--- config.mk ---
export PLATFORM = sky130hd
export DESIGN_NAME = sync_filter_edge
export DESIGN_NICKNAME = d
export VERILOG_FILES = /design/src/rtl/sync_filter_edge_pkg.sv /design/src/rtl/sync_filter_channel.sv /design/src/rtl/sync_filter_edge.sv
export SDC_FILE = /design/constraint.sdc
export NUM_CORES = 1
export LEC_CHECK = 0
export BUFFER_PORTS_ARGS = -buffer_cell sky130_fd_sc_hd__buf_2
export CAP_MARGIN = 20
export CORE_AREA = 5 5 42 44
export CTS_BUF_LIST = sky130_fd_sc_hd__clkbuf_8
export CTS_CLUSTER_SIZE = 28
export DETAILED_ROUTE_END_ITERATION = 8
export DIE_AREA = 0 0 47 49
export MAX_ROUTING_LAYER = met4
export PLACE_DENSITY = 0.3
export SETUP_SLACK_MARGIN = 0.05
export SLEW_MARGIN = 20
export SYNTH_ARGS = -nofsm -noshare
export SYNTH_HDL_FRONTEND = slang
export SYNTH_SLANG_ARGS = --single-unit
--- constraint.sdc ---
create_clock -name clk_i -period 0.9 [get_ports clk_i]
set_input_delay 0.09 -clock clk_i [delete_from_list [all_inputs] [get_ports clk_i]]
set_output_delay 0.09 -clock clk_i [all_outputs]
set_load 0.03 [all_outputs]
--- src/rtl/sync_filter_edge_pkg.sv ---
// sync_filter_edge_pkg
//   Shared constants and helpers for the multi-channel synchroniser/filter.
//   No ports; imported by sync_filter_channel and sync_filter_edge.
package sync_filter_edge_pkg;

  // Shortest chain that still gives a metastability settling stage.
  localparam int MIN_STAGES        = 2;
  // Smallest filter length (1 means a plain synchroniser).
  localparam int MIN_FILTER_CYCLES = 1;

  // Width of the stability counter; at least one bit even when the filter
  // is disabled so the counter declaration stays legal.
  function automatic int cnt_width(input int filter_cycles);
    if (filter_cycles <= 2) begin
      return 1;
    end else begin
      return $clog2(filter_cycles);
    end
  endfunction

endpackage

--- src/rtl/sync_filter_channel.sv ---
// sync_filter_channel
//   One channel: STAGES-deep synchroniser chain, consecutive-cycle glitch
//   filter and registered rise/fall pulse generation.
//   Ports:
//     clk_i    in   clock
//     rst_i    in   synchronous active-high reset
//     serial_i in   asynchronous level input
//     serial_o out  synchronised, filtered level (flop)
//     rise_o   out  one-cycle pulse on serial_o 0->1 (flop)
//     fall_o   out  one-cycle pulse on serial_o 1->0 (flop)
module sync_filter_channel
  import sync_filter_edge_pkg::*;
#(
  parameter int   STAGES        = 2,
  parameter int   FILTER_CYCLES = 1,
  parameter logic RESET_VALUE   = 1'b0
) (
  input  logic clk_i,
  input  logic rst_i,
  input  logic serial_i,
  output logic serial_o,
  output logic rise_o,
  output logic fall_o
);

  localparam int             CNT_W   = cnt_width(FILTER_CYCLES);
  localparam logic [CNT_W-1:0] CNT_MAX = CNT_W'(FILTER_CYCLES - 1);

  if (STAGES < MIN_STAGES) begin : g_bad_stages
    $error("sync_filter_channel: STAGES must be at least 2");
  end
  if (FILTER_CYCLES < MIN_FILTER_CYCLES) begin : g_bad_filter
    $error("sync_filter_channel: FILTER_CYCLES must be at least 1");
  end

  logic [STAGES-1:0] chain_r;
  logic [CNT_W-1:0]  cnt_r;
  logic              level_r;
  logic              rise_r;
  logic              fall_r;

  logic              sync_s;
  logic [CNT_W-1:0]  cnt_nxt_s;
  logic              level_nxt_s;
  logic              rise_nxt_s;
  logic              fall_nxt_s;

  assign sync_s = chain_r[STAGES-1];

  // Synchroniser shift chain: bit 0 captures the raw input.
  always_ff @(posedge clk_i) begin
    if (rst_i) begin
      chain_r <= {STAGES{RESET_VALUE}};
    end else begin
      chain_r <= {chain_r[STAGES-2:0], serial_i};
    end
  end

  // Filter decision: the counter only advances while the synced level
  // disagrees with the output, and the >= test caps it at CNT_MAX so it
  // can never wrap even for a non-power-of-two filter length.
  always_comb begin
    cnt_nxt_s   = {CNT_W{1'b0}};
    level_nxt_s = level_r;
    rise_nxt_s  = 1'b0;
    fall_nxt_s  = 1'b0;
    if (sync_s == level_r) begin
      cnt_nxt_s = {CNT_W{1'b0}};
    end else if (cnt_r >= CNT_MAX) begin
      level_nxt_s = sync_s;
      rise_nxt_s  = sync_s;
      fall_nxt_s  = ~sync_s;
    end else begin
      cnt_nxt_s = cnt_r + CNT_W'(1);
    end
  end

  // Filter state and edge pulses; reset clears the partial count and
  // leaves both pulses low so deassertion never produces an edge.
  always_ff @(posedge clk_i) begin
    if (rst_i) begin
      cnt_r   <= {CNT_W{1'b0}};
      level_r <= RESET_VALUE;
      rise_r  <= 1'b0;
      fall_r  <= 1'b0;
    end else begin
      cnt_r   <= cnt_nxt_s;
      level_r <= level_nxt_s;
      rise_r  <= rise_nxt_s;
      fall_r  <= fall_nxt_s;
    end
  end

  assign serial_o = level_r;
  assign rise_o   = rise_r;
  assign fall_o   = fall_r;

endmodule

--- src/rtl/sync_filter_edge.sv ---
// sync_filter_edge
//   Multi-channel synchroniser with per-channel glitch filter and
//   registered edge pulses. Every channel is independent.
//   Ports:
//     clk_i    in   clock
//     rst_i    in   synchronous active-high reset
//     serial_i in   [WIDTH] asynchronous level inputs
//     serial_o out  [WIDTH] synchronised, filtered levels
//     rise_o   out  [WIDTH] one-cycle pulse per channel on 0->1
//     fall_o   out  [WIDTH] one-cycle pulse per channel on 1->0
module sync_filter_edge
  import sync_filter_edge_pkg::*;
#(
  parameter int               WIDTH         = 1,
  parameter int               STAGES        = 2,
  parameter int               FILTER_CYCLES = 1,
  parameter logic [WIDTH-1:0] RESET_VALUE   = '0
) (
  input  logic             clk_i,
  input  logic             rst_i,
  input  logic [WIDTH-1:0] serial_i,
  output logic [WIDTH-1:0] serial_o,
  output logic [WIDTH-1:0] rise_o,
  output logic [WIDTH-1:0] fall_o
);

  if (STAGES < MIN_STAGES) begin : g_bad_stages
    $error("sync_filter_edge: STAGES must be at least 2");
  end
  if (FILTER_CYCLES < MIN_FILTER_CYCLES) begin : g_bad_filter
    $error("sync_filter_edge: FILTER_CYCLES must be at least 1");
  end

  for (genvar ch = 0; ch < WIDTH; ch++) begin : g_ch
    sync_filter_channel #(
      .STAGES        (STAGES),
      .FILTER_CYCLES (FILTER_CYCLES),
      .RESET_VALUE   (RESET_VALUE[ch])
    ) u_channel (
      .clk_i    (clk_i),
      .rst_i    (rst_i),
      .serial_i (serial_i[ch]),
      .serial_o (serial_o[ch]),
      .rise_o   (rise_o[ch]),
      .fall_o   (fall_o[ch])
    );
  end

endmodule

==> summary.txt, run 1 <==
Run status
  • Status: finished, final reports clean

Place
  • Final GP Congestion: 0.530
  • Setup WS pre-CTS: 0.286 ns
  • IO Port Bufs: 5
  • Cell Area, Placed: 179 um^2

Power and ir drop
  • Total power draw: 0.652 mW
  • P per Cell Area: 2830 nW/um^2
  • Peak supply drop: 0.911 mV
  • Lkg Pwr: 0.102 nW

Critical path
  • Req. time, crit path: 0.81 ns
  • Critical Path, Cell by Cell: buf_6
  • Worst setup EP type: output port
  • Top delay family on crit path: flip-flops
  • Type of origin of the critical path: flip-flop
  • Slowest CP cell: dfxtp_1
  • Worst path bufs/invs: 1
  • CP Class: flip-flop to output port
  • CP Data Arrival Time: 0.71 ns
  • CP max stage delay: 0.35 ns
  • Worst-path maximum fanout: 3

Floorplanning
  • Area of the die: 2300 um^2
  • Die Y: 49 um
  • Row count: 14
  • Initial core utilization: 9.55%
  • Core area: 1400 um^2
  • Num ports: 6
  • Die X: 47 um

Clock network
  • # Post-CTS Setup Buffers: 0
  • Worst-path clk slew: 0.04 ns
  • Clk_lat worst skew: 0.22 ns
  • Clk buf depth: 2
  • Clk sinks: 5
  • Hold buffers post-CTS: 0
  • Cts repair resizes: 0
  • Clock root buffer: clkbuf_8
  • CTS H-tree depth: 1
  • TritonCTS Buffers: 3
  • CTS tree: built

Layout
  • Reg area: 100 um^2
  • Cell area after layout: 230 um^2
  • Area growth syn-to-layout: 72.0%
  • Layout cells sized above 1: 42.1%
  • Area of the multi-input gates: 33.8 um^2
  • Fill cells: 163
  • Ant diodes: 0
  • Final nets: 23

Timing
  • Max-Slew Margin vs Limit: 90.0%
  • Fmax: 1250 MHz
  • Setup WS post-layout: 0.101 ns
  • Final Critical Period: 0.799 ns
  • RSZ-0062 raised after global routing: no
  • Tcrit/Tclk final: 88.8%
  • Final Setup Violations: 0
  • Total Negative Setup Slacks: 0 ns
  • Worst-margin pin slew: 0.149 ns
  • Final hold vios: 0
  • Max-slew violations: 0
  • Clk_skew: 0.00139 ns

Routing
  • WL final: 232 um
  • DR iter-0 viols: 2
  • Routed WL per cell: 6.63 um
  • Antenna Nets Post-Route: 0
  • DRC Markers: 0
  • 1st-pass router iterations: 2
  • DR vias: 96
  • Vias per cell: 2.74

Run
  • Max_cap viols: 0

Global route
  • Vias in the first global route: 104
  • Overflow after GRT: 0
  • Largest net degree at the start of global routing: 6
  • GRT Total Usage: 3.40%
  • First-pass GRT wire length: 427 um
  • Initial antenna violation count: 0

Yosys
  • Netlist cell types: 3
  • Post-Synth Adder-Cell Area: 0%
  • Cell Area, Synth: 134 um^2
  • #FFs+latches synth: 5
  • Register area share after synthesis: 74.8%
  • Synth Area in Simple Gates: 25.2%
  • Largest family of logic cells by synthesized area: simple AND/OR/NAND/NOR gates
  • Post-synth top area share: 74.8%
  • Compound-Gate Fraction of Synth Area: 0%
  • Cells after synthesis: 10
  • Multiplexer share of the synthesized area: 0%
  • Leading area contributor after synthesis: dfxtp_1
  • Synth area leaders: dfxtp_1, nor2b_1, nor3b_1
  • Syn Area/Cell: 13.4 um^2
  • Total of warnings raised by yosys: 0
  • Syn Nets: 13
  • Xor/xnor cell area share of the yosys netlist: 0%

Worst hold path
  • Worst min path class: primary input to flip-flop
-- cell families after synthesis --
family	after synthesis
and+or+nand+nor	5
DFF	5
-- synthesized netlist by cell type --
library cell and count:
dfxtp_1 5, nor2b_1 3, nor3b_1 2
-- final timing paths --
check                                                          endpoint  slack (ns)                               startpoint  cells past startpoint
worst min-delay path            g_ch[0].u_channel.chain_r[0]$_SDFF_PP0_        0.09                                 serial_i                      2
worst min register to register  g_ch[0].u_channel.chain_r[1]$_SDFF_PP0_        0.43  g_ch[0].u_channel.chain_r[0]$_SDFF_PP0_                      1
worst max register to register      g_ch[0].u_channel.fall_o$_SDFF_PP0_        0.29  g_ch[0].u_channel.serial_o$_SDFFE_PP0P_                      1
worst max-delay path                                           serial_o        0.10  g_ch[0].u_channel.serial_o$_SDFFE_PP0P_                      1
-- area by class of cell --
type,instances,share of cell area (%)
clock buffers,3,17.9
clock inverters,1,1.63
multi-input cells,5,14.7
flip-flops and latches,5,43.5
well taps,16,8.70
repair buffers,5,13.6
-- flip-flops by register name (all words and copies together), names as in the netlist --
register	cells
g_ch.u_channel.chain_r	2
g_ch.u_channel.fall_o	1
g_ch.u_channel.serial_o	1
g_ch.u_channel.rise_o	1
-- cells in the final DEF (no fill, tap or decap) --
master and n:
nor2b_1 3, nor3b_1 2, clkbuf_8 3, dfxtp_1 5
buf_2 4, buf_6 1, inv_1 1
-- per-layer routing --
metal | GRT usage, % | vias to the layer above | part of all wire [%]
li1 | - | 50 | -
met1 | 3.10 | 37 | 46
met2 | 2.71 | 9 | 27
met3 | 6.64 | 0 | 27
met4 | 1.38 | 0 | 0
met5 | - | - | 0
-- power by group --
group          switching, mW  internal, mW
logic                 0.0119        0.0105
registers            0.00278         0.230
clock network          0.105         0.292
-- through the flow --
step                      hold slack (ns)  utilization, %  cells
after floorplan                     0.162               -     10
after CTS                          0.0828            16.0     35
after global placement              0.305            12.8     31
after global routing               0.0978            16.4     35
after detailed placement            0.308            12.8     31
final                              0.0854            16.4     35
No activity file was read; power rests on OpenSTA's default activity.
==> run 2: changes to the inputs <==
--- a/config.mk
+++ b/config.mk
@@ -5,13 +5,14 @@
 export SDC_FILE = /design/constraint.sdc
 export NUM_CORES = 1
 export LEC_CHECK = 0
-export BUFFER_PORTS_ARGS = -buffer_cell sky130_fd_sc_hd__buf_2
+export BUFFER_PORTS_ARGS = -buffer_cell sky130_fd_sc_hd__buf_4
 export CAP_MARGIN = 20
-export CORE_AREA = 5 5 42 44
+export CORE_AREA = 4 4 41 43
 export CTS_BUF_LIST = sky130_fd_sc_hd__clkbuf_8
 export CTS_CLUSTER_SIZE = 28
 export DETAILED_ROUTE_END_ITERATION = 8
-export DIE_AREA = 0 0 47 49
+export DIE_AREA = 0 0 45 47
+export GPL_TIMING_DRIVEN = 0
 export MAX_ROUTING_LAYER = met4
 export PLACE_DENSITY = 0.3
 export SETUP_SLACK_MARGIN = 0.05
==> summary.txt, run 2 (synthesized netlist as in run 1, its figures left out) <==
Global route
  • Overflow after GRT: 0
  • First-pass GRT wire length: 289 um
  • GRT Total Usage: 3.19%
  • Largest net degree at the start of global routing: 6
  • Initial antenna violation count: 0
  • Vias in the first global route: 70

Critical path
  • CP Class: flip-flop to output port
  • Req. time, crit path: 0.81 ns
  • R2R depth: 1
  • Critical Path, Cell by Cell: buf_4
  • Type of origin of the critical path: flip-flop
  • CP Data Arrival Time: 0.72 ns
  • Worst-path maximum fanout: 3
  • Top delay family on crit path: flip-flops
  • Crit path depth: 1
  • Worst setup EP type: output port
  • Worst path bufs/invs: 1
  • Slowest CP cell: dfxtp_1
  • CP max stage delay: 0.34 ns
  • Reg-to-reg setup timing slack: 0.32 ns

Layout
  • Largest register by flop count: g_ch.u_channel.chain_r
  • Area growth syn-to-layout: 75.7%
  • Reg area: 100 um^2
  • Fill cells: 151
  • Most frequent cells in the layout: dfxtp_1, buf_4, nor2b_1, clkbuf_8, nor3b_1
  • Ant diodes: 0
  • Area of the multi-input gates: 33.8 um^2
  • Final nets: 23
  • Max reg flops: 2
  • Layout cells sized above 1: 42.1%

Clock network
  • Hold buffers post-CTS: 0
  • Clock root buffer: clkbuf_8
  • CTS tree: built
  • # Post-CTS Setup Buffers: 0
  • TritonCTS Buffers: 3
  • Clk_lat worst skew: 0.22 ns
  • Clk sinks: 5
  • Cts repair resizes: 0
  • Worst-path clk slew: 0.03 ns
  • Clk buf depth: 2
  • CTS H-tree depth: 1

Timing
  • Tcrit/Tclk final: 90.0%
  • Fmax: 1230 MHz
  • Final hold vios: 0
  • Clk_skew: 0.000148 ns
  • Max-slew violations: 0
  • Final Critical Period: 0.810 ns
  • Final Setup Violations: 0
  • Max-Slew Margin vs Limit: 90.5%
  • Total Negative Setup Slacks: 0 ns
  • RSZ-0062 raised after global routing: no
  • Worst-margin pin slew: 0.142 ns

Power and ir drop
  • Int Pwr: 0.535 mW
  • Flop pwr share: 35.7%
  • Combinational group share of total power: 3.8%
  • Lkg Pwr: 0.103 nW
  • P per Cell Area: 2780 nW/um^2
  • Total power draw: 0.653 mW
  • Switch share: 18.0%
  • Peak supply drop: 0.973 mV
  • Clk network pwr share: 60.5%
  • Sw Pwr: 0.118 mW

Routing
  • DR iter-0 viols: 3
  • DR vias: 97
  • WL final: 208 um
  • Routed WL per cell: 6.12 um
  • DRC Markers: 0
  • 1st-pass router iterations: 4
  • Vias per cell: 2.85
  • Antenna Nets Post-Route: 0

Run status
  • Status: finished, final reports clean

Place
  • IO Port Bufs: 5
  • Final GP Congestion: 0.488

Floorplanning
  • Core area: 1300 um^2
  • Initial core utilization: 10.3%
  • Row count: 13
  • Die Y: 47 um
  • Die X: 45 um
  • Num ports: 6
  • Area of the die: 2120 um^2

Worst hold path
  • Worst min path class: primary input to flip-flop
  • Worst hold path depth: 2

Run
  • Max_cap viols: 0
==> run 2: cell counts in the layout (fill, tap and decap cells not counted) <==
No cell type changed its count.
==> run 2: final cells by class <==
type                            instances  share of cell area, %
Tap cell                               15                   7.98
Sequential cell                         5                   42.6
Clock buffer                            3                   17.6
Clock inverter                          1                   1.60
Multi-Input combinational cell          5                   14.4
Timing Repair Buffer                    5                   16.0
==> run 2: worst paths after layout <==
check / from / endpoint
min: rst_i / g_ch[0].u_channel.chain_r[1]$_SDFF_PP0_
max: g_ch[0].u_channel.serial_o$_SDFFE_PP0P_ / serial_o
min reg2reg: g_ch[0].u_channel.chain_r[1]$_SDFF_PP0_ / g_ch[0].u_channel.fall_o$_SDFF_PP0_
max reg2reg: g_ch[0].u_channel.serial_o$_SDFFE_PP0P_ / g_ch[0].u_channel.fall_o$_SDFF_PP0_
==> run 2: power by group through the flow <==
stage / Combinational [mW] / Sequential, mW / Clock, mW
final: 0.0249 / 0.233 / 0.395
after global routing: 0.0263 / 0.234 / 0.431
after floorplan: 0.00509 / 0.242 / 0
after CTS: 0.0253 / 0.233 / 0.409
after detailed placement: 0.0253 / 0.236 / 0
after global placement: 0.0253 / 0.236 / 0
==> run 2: metrics by stage <==
stage               hold WS (ns)  utilization [%]  std cells  instance area [um^2]  setup slack [ns]
floorplan                  0.162                -         10                   134             0.138
global placement           0.289             14.6         30                   190             0.299
detailed placement         0.291             14.6         30                   190             0.309
CTS                       0.0603             18.1         34                   235            0.0817
global route              0.0617             18.1         34                   235            0.0544
finish                    0.0640             18.1         34                   235            0.0898
==> run 2: routing by layer <==
layer	wire length (um)	track usage [%]
met4	0	3.51
met5	0	-
met3	70	6.90
met2	49	1.13
met1	89	2.51
==> run 3: changes to the inputs <==
--- a/config.mk
+++ b/config.mk
@@ -8,7 +8,6 @@
 export BUFFER_PORTS_ARGS = -buffer_cell sky130_fd_sc_hd__buf_4
 export CAP_MARGIN = 20
 export CORE_AREA = 4 4 41 43
-export CTS_BUF_LIST = sky130_fd_sc_hd__clkbuf_8
 export CTS_CLUSTER_SIZE = 28
 export DETAILED_ROUTE_END_ITERATION = 8
 export DIE_AREA = 0 0 45 47
==> constraint.sdc (replaced) <==
create_clock -name clk_i -period 0.9 [get_ports clk_i]
set_input_delay 0.09 -clock clk_i [delete_from_list [all_inputs] [get_ports clk_i]]
set_output_delay 0.09 -clock clk_i [all_outputs]
set_load 0.01 [all_outputs]
==> summary.txt, run 3 (synthesized netlist as in run 1, its figures left out) <==
Place
  • Cell Area, Placed: 190 um^2
  • IO Port Bufs: 5
  • Cell count after placement: 30
  • Final GP Congestion: 0.488

Floorplanning
  • Area of the die: 2120 um^2
  • Num ports: 6
  • Die Y: 47 um
  • Core area: 1300 um^2
  • Initial core utilization: 10.3%
  • Row count: 13
  • Die X: 45 um

Clock network
  • Clk sinks: 5
  • CTS tree: built
  • Cts repair resizes: 0
  • Hold buffers post-CTS: 0
  • # Post-CTS Setup Buffers: 0
  • Worst-path clk slew: 0.04 ns
  • Clock root buffer: clkbuf_4
  • Clk buf depth: 2
  • Clk_lat worst skew: 0.24 ns
  • TritonCTS Buffers: 3
  • CTS H-tree depth: 1

Layout
  • Largest register by flop count: g_ch.u_channel.chain_r
  • Non-filler cells, final: 34
  • Area growth syn-to-layout: 61.7%
  • Ant diodes: 0
  • Final nets: 23
  • Cell area after layout: 216 um^2
  • Most frequent cells in the layout: dfxtp_1, buf_4, nor2b_1, clkbuf_4, nor3b_1
  • Max reg flops: 2
  • Layout cells sized above 1: 42.1%

Timing
  • Max-slew violations: 0
  • RSZ-0062 raised after global routing: no
  • Final Critical Period: 0.796 ns
  • Clk_skew: 0.00107 ns
  • Final Setup Violations: 0
  • Tcrit/Tclk final: 88.5%
  • Fmax: 1260 MHz
  • Total Negative Setup Slacks: 0 ns
  • Max-Slew Margin vs Limit: 90.3%
  • Final hold vios: 0
  • Worst-margin pin slew: 0.145 ns

Worst hold path
  • Worst min path class: primary input to flip-flop

Power and ir drop
  • Combinational group share of total power: 3.9%
  • Switch share: 19.3%
  • Lkg Pwr: 0.0912 nW
  • Flop pwr share: 45.7%
  • Clk network pwr share: 50.3%
  • Sw Pwr: 0.0980 mW
  • Total power draw: 0.508 mW
  • Peak supply drop: 1.15 mV
  • Int Pwr: 0.410 mW
  • P per Cell Area: 2350 nW/um^2

Global route
  • Overflow after GRT: 0
  • GRT Total Usage: 2.86%
  • Vias in the first global route: 60
  • Initial antenna violation count: 0
  • Largest net degree at the start of global routing: 6
  • First-pass GRT wire length: 262 um

Run
  • Max_cap viols: 0

Critical path
  • CP max stage delay: 0.34 ns
  • CP Class: flip-flop to output port
  • Worst path bufs/invs: 1
  • Slowest CP cell: dfxtp_1
  • Worst setup EP type: output port
  • Top delay family on crit path: flip-flops
  • Type of origin of the critical path: flip-flop
  • CP Data Arrival Time: 0.71 ns
  • Critical Path, Cell by Cell: buf_4
  • Req. time, crit path: 0.81 ns
  • Reg-to-reg setup timing slack: 0.32 ns
  • Worst-path maximum fanout: 3

Routing
  • DR vias: 101
  • Metal2 WL: 52 um
  • WL final: 208 um
  • DRC Markers: 0
  • Antenna Nets Post-Route: 0
  • Max Used Layer: met3
  • 1st-pass router iterations: 4
  • DR iter-0 viols: 3
  • Metal3 WL: 65 um
  • Metal-1 WL: 90 um
  • Routed WL per cell: 6.12 um
  • Vias per cell: 2.97

Run status
  • Status: finished, final reports clean
==> run 3: changes by cell type in the layout (fill, tap and decap cells not counted), sizes merged <==
cell and delta:
inv -1, clkbuf +1
==> run 3: power groups by stage <==
stage	registers [mW]	logic [mW]	clock network, mW
2_1_floorplan	0.237	0.00509	0
3_3_place_gp	0.236	0.0205	0
3_5_place_dp	0.236	0.0205	0
4_1_cts	0.232	0.0205	0.266
5_1_grt	0.233	0.0215	0.285
6_report	0.232	0.0200	0.256
==> run 3: final cells by class <==
cell class                      count  area (um^2)
Fill cell                         153         1080
Sequential cell                     5          100
Timing Repair Buffer                5         37.5
Multi-Input combinational cell      5         33.8
Clock buffer                        4         26.3
Tap cell                           15         18.8
==> run 3: path summary, 6_finish.rpt <==
check / from / to / depth (start not counted)
worst min-delay path: rst_i / g_ch[0].u_channel.serial_o$_SDFFE_PP0P_ / 2
worst min register to register: g_ch[0].u_channel.chain_r[1]$_SDFF_PP0_ / g_ch[0].u_channel.fall_o$_SDFF_PP0_ / 1
worst max register to register: g_ch[0].u_channel.serial_o$_SDFFE_PP0P_ / g_ch[0].u_channel.fall_o$_SDFF_PP0_ / 1
worst max-delay path: g_ch[0].u_channel.serial_o$_SDFFE_PP0P_ / serial_o / 1
==> run 3: metrics by stage <==
step / setup slack (ns) / hold WS, ns / utilization (%)
floorplan: 0.295 / 0.162 / -
finish: 0.104 / 0.0399 / 16.6
global placement: 0.299 / 0.289 / 14.6
global route: 0.0649 / 0.0333 / 16.6
detailed placement: 0.309 / 0.291 / 14.6
CTS: 0.0945 / 0.0350 / 16.6
==> run 3: layer usage <==
metal | global-route usage, % | up-vias
met4 | 1.75 | 0
met5 | - | -
li1 | - | 50
met1 | 2.51 | 41
met2 | 0.847 | 10
met3 | 6.90 | 0
